<file path="src/rtl/inv_sub_bytes_seq_pkg.sv">
// Shared AES decryption constants: state geometry, InvSubBytes FSM encoding,
// and the inverse S-box table.
package inv_sub_bytes_seq_pkg;

   localparam int BYTE   = 8;
   localparam int DWORD  = 32;
   localparam int LENGTH = 128;

   typedef enum logic [1:0] {
      IDLE = 2'd0,
      BUSY = 2'd1,
      DONE = 2'd2
   } state_t;

   // Inverse S-box, indexed by the substituted byte value.
   localparam logic [7:0] INV_SBOX [256] = '{
      8'h52, 8'h09, 8'h6a, 8'hd5, 8'h30, 8'h36, 8'ha5, 8'h38, 8'hbf, 8'h40, 8'ha3, 8'h9e, 8'h81, 8'hf3, 8'hd7, 8'hfb,
      8'h7c, 8'he3, 8'h39, 8'h82, 8'h9b, 8'h2f, 8'hff, 8'h87, 8'h34, 8'h8e, 8'h43, 8'h44, 8'hc4, 8'hde, 8'he9, 8'hcb,
      8'h54, 8'h7b, 8'h94, 8'h32, 8'ha6, 8'hc2, 8'h23, 8'h3d, 8'hee, 8'h4c, 8'h95, 8'h0b, 8'h42, 8'hfa, 8'hc3, 8'h4e,
      8'h08, 8'h2e, 8'ha1, 8'h66, 8'h28, 8'hd9, 8'h24, 8'hb2, 8'h76, 8'h5b, 8'ha2, 8'h49, 8'h6d, 8'h8b, 8'hd1, 8'h25,
      8'h72, 8'hf8, 8'hf6, 8'h64, 8'h86, 8'h68, 8'h98, 8'h16, 8'hd4, 8'ha4, 8'h5c, 8'hcc, 8'h5d, 8'h65, 8'hb6, 8'h92,
      8'h6c, 8'h70, 8'h48, 8'h50, 8'hfd, 8'hed, 8'hb9, 8'hda, 8'h5e, 8'h15, 8'h46, 8'h57, 8'ha7, 8'h8d, 8'h9d, 8'h84,
      8'h90, 8'hd8, 8'hab, 8'h00, 8'h8c, 8'hbc, 8'hd3, 8'h0a, 8'hf7, 8'he4, 8'h58, 8'h05, 8'hb8, 8'hb3, 8'h45, 8'h06,
      8'hd0, 8'h2c, 8'h1e, 8'h8f, 8'hca, 8'h3f, 8'h0f, 8'h02, 8'hc1, 8'haf, 8'hbd, 8'h03, 8'h01, 8'h13, 8'h8a, 8'h6b,
      8'h3a, 8'h91, 8'h11, 8'h41, 8'h4f, 8'h67, 8'hdc, 8'hea, 8'h97, 8'hf2, 8'hcf, 8'hce, 8'hf0, 8'hb4, 8'he6, 8'h73,
      8'h96, 8'hac, 8'h74, 8'h22, 8'he7, 8'had, 8'h35, 8'h85, 8'he2, 8'hf9, 8'h37, 8'he8, 8'h1c, 8'h75, 8'hdf, 8'h6e,
      8'h47, 8'hf1, 8'h1a, 8'h71, 8'h1d, 8'h29, 8'hc5, 8'h89, 8'h6f, 8'hb7, 8'h62, 8'h0e, 8'haa, 8'h18, 8'hbe, 8'h1b,
      8'hfc, 8'h56, 8'h3e, 8'h4b, 8'hc6, 8'hd2, 8'h79, 8'h20, 8'h9a, 8'hdb, 8'hc0, 8'hfe, 8'h78, 8'hcd, 8'h5a, 8'hf4,
      8'h1f, 8'hdd, 8'ha8, 8'h33, 8'h88, 8'h07, 8'hc7, 8'h31, 8'hb1, 8'h12, 8'h10, 8'h59, 8'h27, 8'h80, 8'hec, 8'h5f,
      8'h60, 8'h51, 8'h7f, 8'ha9, 8'h19, 8'hb5, 8'h4a, 8'h0d, 8'h2d, 8'he5, 8'h7a, 8'h9f, 8'h93, 8'hc9, 8'h9c, 8'hef,
      8'ha0, 8'he0, 8'h3b, 8'h4d, 8'hae, 8'h2a, 8'hf5, 8'hb0, 8'hc8, 8'heb, 8'hbb, 8'h3c, 8'h83, 8'h53, 8'h99, 8'h61,
      8'h17, 8'h2b, 8'h04, 8'h7e, 8'hba, 8'h77, 8'hd6, 8'h26, 8'he1, 8'h69, 8'h14, 8'h63, 8'h55, 8'h21, 8'h0c, 8'h7d
   };

endpackage

</file>
<file path="src/rtl/inv_sub_bytes_seq_sbox.sv">
// Single-byte inverse S-box: pure combinational table lookup.
module inv_sbox
   import inv_sub_bytes_seq_pkg::*;
(
   input  logic [BYTE-1:0] data,
   output logic [BYTE-1:0] result
);

   assign result = INV_SBOX[data];

endmodule

</file>
<file path="src/rtl/inv_sub_bytes_seq.sv">
// InvSubBytes stage: substitutes one 32-bit word of the captured state per
// cycle through LANES inverse S-boxes, then presents the full 128-bit result.
module inv_sub_bytes_seq
   import inv_sub_bytes_seq_pkg::*;
#(
   parameter int LANES = DWORD / BYTE
)(
   input  logic              clk,
   input  logic              rst,
   input  logic              in_valid,
   output logic              in_ready,
   input  logic [LENGTH-1:0] in_data,
   output logic              out_valid,
   input  logic              out_ready,
   output logic [LENGTH-1:0] out_data,
   output logic              busy
);

   state_t            state;
   logic [1:0]        cnt;
   logic [LENGTH-1:0] in_reg;
   logic [DWORD-1:0]  word_cur;
   logic [DWORD-1:0]  word_sub;

   // Word k of the captured state feeds the S-box lanes while cnt == k.
   assign word_cur = in_reg[cnt*DWORD +: DWORD];

   for (genvar g = 0; g < LANES; g++) begin : g_lane
      inv_sbox u_sbox (
         .data   (word_cur[g*BYTE +: BYTE]),
         .result (word_sub[g*BYTE +: BYTE])
      );
   end

   // A new state is taken when idle, or when the finished result leaves on the same edge.
   assign in_ready = (state == IDLE) | ((state == DONE) & out_ready);
   assign busy     = (state == BUSY);

   // Control FSM plus result register; out_data only moves on BUSY edges or reset.
   always_ff @(posedge clk) begin
      if (rst) begin
         state     <= IDLE;
         cnt       <= 2'd0;
         out_valid <= 1'b0;
         out_data  <= '0;
         in_reg    <= '0;
      end else begin
         case (state)
            IDLE: begin
               if (in_valid) begin
                  in_reg <= in_data;
                  cnt    <= 2'd0;
                  state  <= BUSY;
               end
            end
            BUSY: begin
               out_data[cnt*DWORD +: DWORD] <= word_sub;
               cnt <= cnt + 2'd1;
               if (cnt == 2'd3) begin
                  state     <= DONE;
                  out_valid <= 1'b1;
               end
            end
            DONE: begin
               if (out_ready) begin
                  out_valid <= 1'b0;
                  if (in_valid) begin
                     in_reg <= in_data;
                     cnt    <= 2'd0;
                     state  <= BUSY;
                  end else begin
                     state <= IDLE;
                  end
               end
            end
            default: state <= IDLE;
         endcase
      end
   end

endmodule

</file>
<file path="config.mk">
export PLATFORM = sky130hd
export DESIGN_NAME = inv_sub_bytes_seq
export DESIGN_NICKNAME = d
export VERILOG_FILES = /design/src/rtl/inv_sub_bytes_seq_pkg.sv /design/src/rtl/inv_sub_bytes_seq_sbox.sv /design/src/rtl/inv_sub_bytes_seq.sv
export SDC_FILE = /design/constraint.sdc
export NUM_CORES = 1
export LEC_CHECK = 0
export BUFFER_PORTS_ARGS = -buffer_cell sky130_fd_sc_hd__buf_2
export CAP_MARGIN = 20
export CORE_AREA = 4 4 296 327
export DETAILED_ROUTE_END_ITERATION = 12
export DIE_AREA = 0 0 300 331
export PLACE_DENSITY = 0.42
export SLEW_MARGIN = 20
export SYNTH_ARGS = -nofsm -noshare
export SYNTH_HDL_FRONTEND = slang
export SYNTH_SLANG_ARGS = --single-unit
</file>
<file path="constraint.sdc">
create_clock -name clk -period 5.85 [get_ports clk]
set_input_delay 0.2925 -clock clk [delete_from_list [all_inputs] [get_ports clk]]
set_output_delay 0.2925 -clock clk [all_outputs]
set_load 0.01 [all_outputs]
</file>
==> flow_summary.ini, run 1 <==
[final_layout]
fin_cells = 4672
nNetsFinal = 3601
final_area_sq_um = 27600
syn2layout_area_growth_pct = 18.7
fin_util = 0.294
drive_gt1_frac = 0.154
fill_cells = 10300

[synth]
syn_nets = 3438
netlist_area_sq_um = 23200
async_flop_share = 0
yosys_warnings = 0
synthDominantCellAreaShare = 0.225
synth_most_common_cell = nand2_1
ys_top_cells_by_count = nand2_1 (539), a21oi_1 (328), dfxtp_1 (261)
synth_seq_cells = 261
ys_top_cells_by_area = dfxtp_1 (23%), nand2_1 (8.7%), a21oi_1 (7.1%), o21ai_0 (5.0%), ha_1 (4.6%)
synth_edf_count = 0
synthCells = 3221
synth.avg_cell_area_sq_um = 7.21
synthFlopType = dfxtp_1
yosys.area.top_type = dfxtp_1
ys_types = 101
yosysSeqAreaShare = 0.225

[global_routing]
grt_pass1_vias = 27000
grt_max_degree = 98
grt_usage = 0.242
grt_overflow = 0
antenna_found_initial = 2
grt_pass1_wl_um = 185000

[min_path]
hold_depth = 3
hp-class = in -> reg

[clocking]
h-tree-depth = 2
clockBufferDepth = 3
numCtsBuffers = 35
cts_resized = 0
cts_sinks = 261
clkLatencyLatePin_ns = 0.58
path_clk_slew_ns = 0.06
cts-root-buf = clkbuf_16
cts_tree = done

[placed_design]
placed_cells = 4493
hpwl_um = 88600
io_buffers = 262
dpl-instance-area_sq_um = 25200
place.gp.congestion = 1.02
place_ws_ns = 1.27

[setup_path]
criticalPathCategory = reg -> reg
startpoint_type = flop
crit_arrival_ns = 5.21
ff2ff_path_depth = 10
endpoint_kind = flop
crit_path_max_fanout = 24
required_ns = 6.31

[sta]
period_needed_ns = 4.76
finalSetupViolCount = 0
setup_slack_ns = 1.09
worstMarginPinSlew_ns = 1.11
rsz0062_at_grt = false
worst_hold_slack_ns = 0.0278
drv_slew = 0
slew_headroom = 0.261
finClkSkew_ns = 0.0169
setup_tns_ns = 0
hold_viol = 0
period_share = 0.813
max_freq_ghz = 0.210

[detailed_routing]
drt_iter0_drc = 4309
drt_wl_total_um = 126000
drtAntennaViolNets = 0
drc = 0
dr.pass1.iters = 6
via_count = 28200
viasPerCell = 6.04
wl_per_cell_um = 27.1

[floorplanning]
initial_utilization = 0.248
die-area_sq_um = 99300
dieWidth_um = 300
die_h_um = 331
pin_count = 263
core_area_sq_um = 93600
row_count = 118

[flow_run]
maxCapViolCount = 0

[status]
outcome = completed

[power]
finalPower_mw = 7.05
pwr_density_cell_nw_per_um2 = 256
peakVddDrop_v = 0.000155
cellLeakagePower_nw = 10.2
[critical path: stages (launching register included)]
cell and delay (ns):
dfxtp_4 0.62, mux4_2 0.67, inv_1 0.45, ha_1 0.65, nand2b_1 0.38, nand3_1 0.19, a211oi_1 0.11, a311oi_1 0.75
a32oi_1 0.33, buf_4 0.26, a22o_1 0.20
[layout by cell type (no fill, tap or decap), types with 29 or more instances in the layout]
cell type      count
o21ai_0          231
a31oi_1           62
o221ai_1          35
clkbuf_16         35
mux2i_1           62
nor3_1            67
a311oi_1          42
o211ai_1          89
nand3_1           85
a211oi_1          71
nor2b_1           39
buf_4             86
nand2_1          539
nor2_1           194
dlygate4sd3_1    114
buf_2            261
dfxtp_1          259
a221oi_1          29
a22o_1            51
ha_1              85
nand2b_1          74
a21oi_1          324
mux4_2            32
[path summary, 6_finish.rpt]
check | from | endpoint | slack (ns)
max | cnt[0] | out_data[122] | 1.09
min | in_data[6] | in_reg[6] | 0.03
max reg2reg | cnt[0] | out_data[122] | 1.09
min reg2reg | out_data[112] | out_data[112] | 0.45
[cell type report]
cell class              count  area, sq um  area share
clock buffers              48          985      0.0357
inverters                  28          106     0.00386
clock inverters            15          236     0.00858
repair buffers            463         3120       0.113
well taps                1260         1580      0.0572
multi-input cells        2595        16300       0.591
flip-flops and latches    261         5230       0.190
diodes                      2         5.00    0.000182
[kinds of logic (layout without fill, tap and decap cells)]
| logic type | after synthesis | count (layout) | synth area share |
|---|---|---|---|
| compound gates | 1228 | 1228 | 0.353 |
| fa+ha+maj | 85 | 85 | 0.0458 |
| flops | 261 | 261 | 0.225 |
| other cells | 0 | 2 | 0 |
| xor+xnor | 8 | 8 | 0.00334 |
| simple gates | 1157 | 1157 | 0.229 |
| mux | 117 | 117 | 0.0691 |
| buf+inv | 365 | 554 | 0.0754 |
[where the power goes]
| part | leakage [nW] | switching, mW | internal, mW |
|---|---|---|---|
| Combinational | 7.47 | 1.95 | 0.879 |
| Clock | 0.599 | 0.915 | 1.38 |
| Sequential | 2.13 | 0.0688 | 1.86 |
[routing by layer]
layer	GRT usage	up-vias	wire (um)
met5	0	-	0
met4	0.131	0	8260
met3	0.0415	514	11900
met2	0.395	2037	57100
met1	0.305	13300	49200
li1	-	12400	-
[what timing repair did]
action / in CTS / in global routing
hold buffers: 114 / 0
setup buffers: 0 / 0
endpoints found under the setup margin: 0 / 0
endpoints found under the hold margin: 114 / 0
Note: power is estimated with default switching activity, not from simulation.
==> inputs of run 2 (changes only) <==
- clock period: 5.85 -> 4.98 ns (I/O delays scaled with it)
==> run 2 against run 1 <==
Effect of this change: core utilization grew 0.61 points; critical path depth grew 1; die area is the same; clock skew grew 0.011 ns; sequential power grew 17%; register-to-register slack lost 0.54 ns; sequential share of layout area shrank 0.38 points; wire length grew 0.27%; via count grew 1.2%; design area grew 2.1%; final cell count grew 1.2%; global-route usage grew 0.071 points; highest routed layer unchanged.
==> flow_summary.ini, run 2 (synthesized netlist as in run 1, its figures left out) <==
[placed_design]
io_buffers = 262
placed_cells = 4540
place.gp.congestion = 1.01
hpwl_um = 89600

[final_layout]
drive_gt1_frac = 0.165
final_cell_mix = nand2_1 (539), a21oi_1 (324), buf_2 (261)
fill_cells = 10400
nNetsFinal = 3662
syn2layout_area_growth_pct = 21.2
fin_cells = 4729
n_antenna_cell = 0
layout_commonest_cell = nand2_1

[power]
peakVddDrop_v = 0.000202
cellLeakagePower_nw = 10.5
pwr_density_cell_nw_per_um2 = 297

[detailed_routing]
drtAntennaViolNets = 0
drc = 0
met3_length_um = 11500
met1Wirelength_um = 49700
dr_wl_met2_um = 57400
highest_layer = met4
dr.pass1.iters = 9
drt_iter0_drc = 4158
viasPerCell = 6.04
wl_per_cell_um = 26.8
via_count = 28600
drt_wl_total_um = 127000

[sta]
finalSetupViolCount = 0
period_share = 0.888
max_freq_ghz = 0.226
rsz0062_at_grt = false
hold_viol = 0
finClkSkew_ns = 0.0280
drv_slew = 0
slew_headroom = 0.268
period_needed_ns = 4.42
setup_tns_ns = 0
worstMarginPinSlew_ns = 1.10

[floorplanning]
pin_count = 263
die-area_sq_um = 99300
row_count = 118
dieWidth_um = 300
die_h_um = 331
core_area_sq_um = 93600
initial_utilization = 0.248

[global_routing]
grt_pass1_wl_um = 185000
grt_max_degree = 129
grt_pass1_vias = 27300
grt_usage = 0.243
antenna_found_initial = 1
grt_overflow = 0

[clocking]
path_clk_slew_ns = 0.06
cts_tree = done
cts_sinks = 261
clockBufferDepth = 3
h-tree-depth = 2
numCtsBuffers = 35
cts_setup_buffers = 0
clkLatencyLatePin_ns = 0.59
cts-root-buf = clkbuf_16
cts_resized = 0

[flow_run]
maxCapViolCount = 0

[setup_path]
crit_arrival_ns = 4.84
criticalPathCategory = reg -> reg
endpoint_kind = flop
required_ns = 5.40
startpoint_type = flop
r2r_slack_ns = 0.56
crit_path_max_fanout = 30

[status]
outcome = completed

[min_path]
hp-class = in -> reg
==> run 2: changes by cell type in the layout (fill, tap and decap cells not counted), sizes merged <==
cell,delta
diode,-2
clkbuf,-2
clkinv,-1
clkinvlp,+2
dlygate4sd3,+14
bufinv,-1
buf,+47
==> run 2: worst paths after layout <==
| check | startpoint | cells after the start | endpoint |
|---|---|---|---|
| setup reg to reg | cnt[0] | 11 | out_data[81] |
| hold / removal | in_data[26] | 3 | in_reg[26] |
| setup / recovery | cnt[0] | 11 | out_data[81] |
| hold reg to reg | out_data[40] | 2 | out_data[40] |
==> run 2: cell type report <==
| cell class | instances | area (sq um) | area share |
|---|---|---|---|
| clock inverters | 15 | 245 | 0.00872 |
| clock buffers | 46 | 997 | 0.0354 |
| flip-flops and latches | 261 | 5230 | 0.186 |
| well taps | 1260 | 1580 | 0.0560 |
| multi-input cells | 2595 | 16300 | 0.579 |
| inverters | 28 | 106 | 0.00378 |
| repair buffers | 524 | 3680 | 0.131 |
==> run 2: routing by layer <==
metal / vias to the layer above / global-route usage
met5: - / 0
met4: 0 / 0.134
met3: 471 / 0.0392
met2: 1940 / 0.395
met1: 13700 / 0.308
li1: 12500 / -
==> run 2: worst max-delay path, stage by stage (launching register included) <==
cell,delay (ns)
dfxtp_4,0.72
mux4_2,0.72
inv_1,0.21
buf_4,0.20
ha_1,0.61
inv_1,0.15
nand2_1,0.31
o211ai_1,0.15
a31oi_1,0.30
a221oi_1,0.16
o211ai_2,0.54
o21ai_0,0.16
==> run 2: metrics by stage <==
| step | area [sq um] | util | total power [mW] | hold slack, ns | setup WS [ns] |
|---|---|---|---|---|---|
| 2_1_floorplan | 23200 | - | 4.30 | 0.385 | 1.33 |
| 3_3_place_gp | 25600 | 0.274 | 5.58 | 0.432 | 0.664 |
| 3_5_place_dp | 25600 | 0.274 | 5.50 | 0.440 | 0.712 |
| 4_1_cts | 28100 | 0.301 | 8.33 | 0.0360 | 0.649 |
| 5_1_grt | 28100 | 0.301 | 8.70 | 0.0457 | 0.363 |
| 6_report | 28100 | 0.301 | 8.36 | 0.0204 | 0.558 |
==> run 2: repair_timing <==
item	4_1_cts	5_1_grt
endpoints found under the hold margin	128	0
setup endpoints to repair	0	0
hold buffers	128	0
==> run 2: report_power, final <==
part | leakage [nW] | switching [mW] | internal [mW] | total, mW
Clock | 0.599 | 1.10 | 1.60 | 2.70
Combinational | 7.78 | 2.31 | 1.09 | 3.40
Sequential | 2.13 | 0.0793 | 2.18 | 2.26
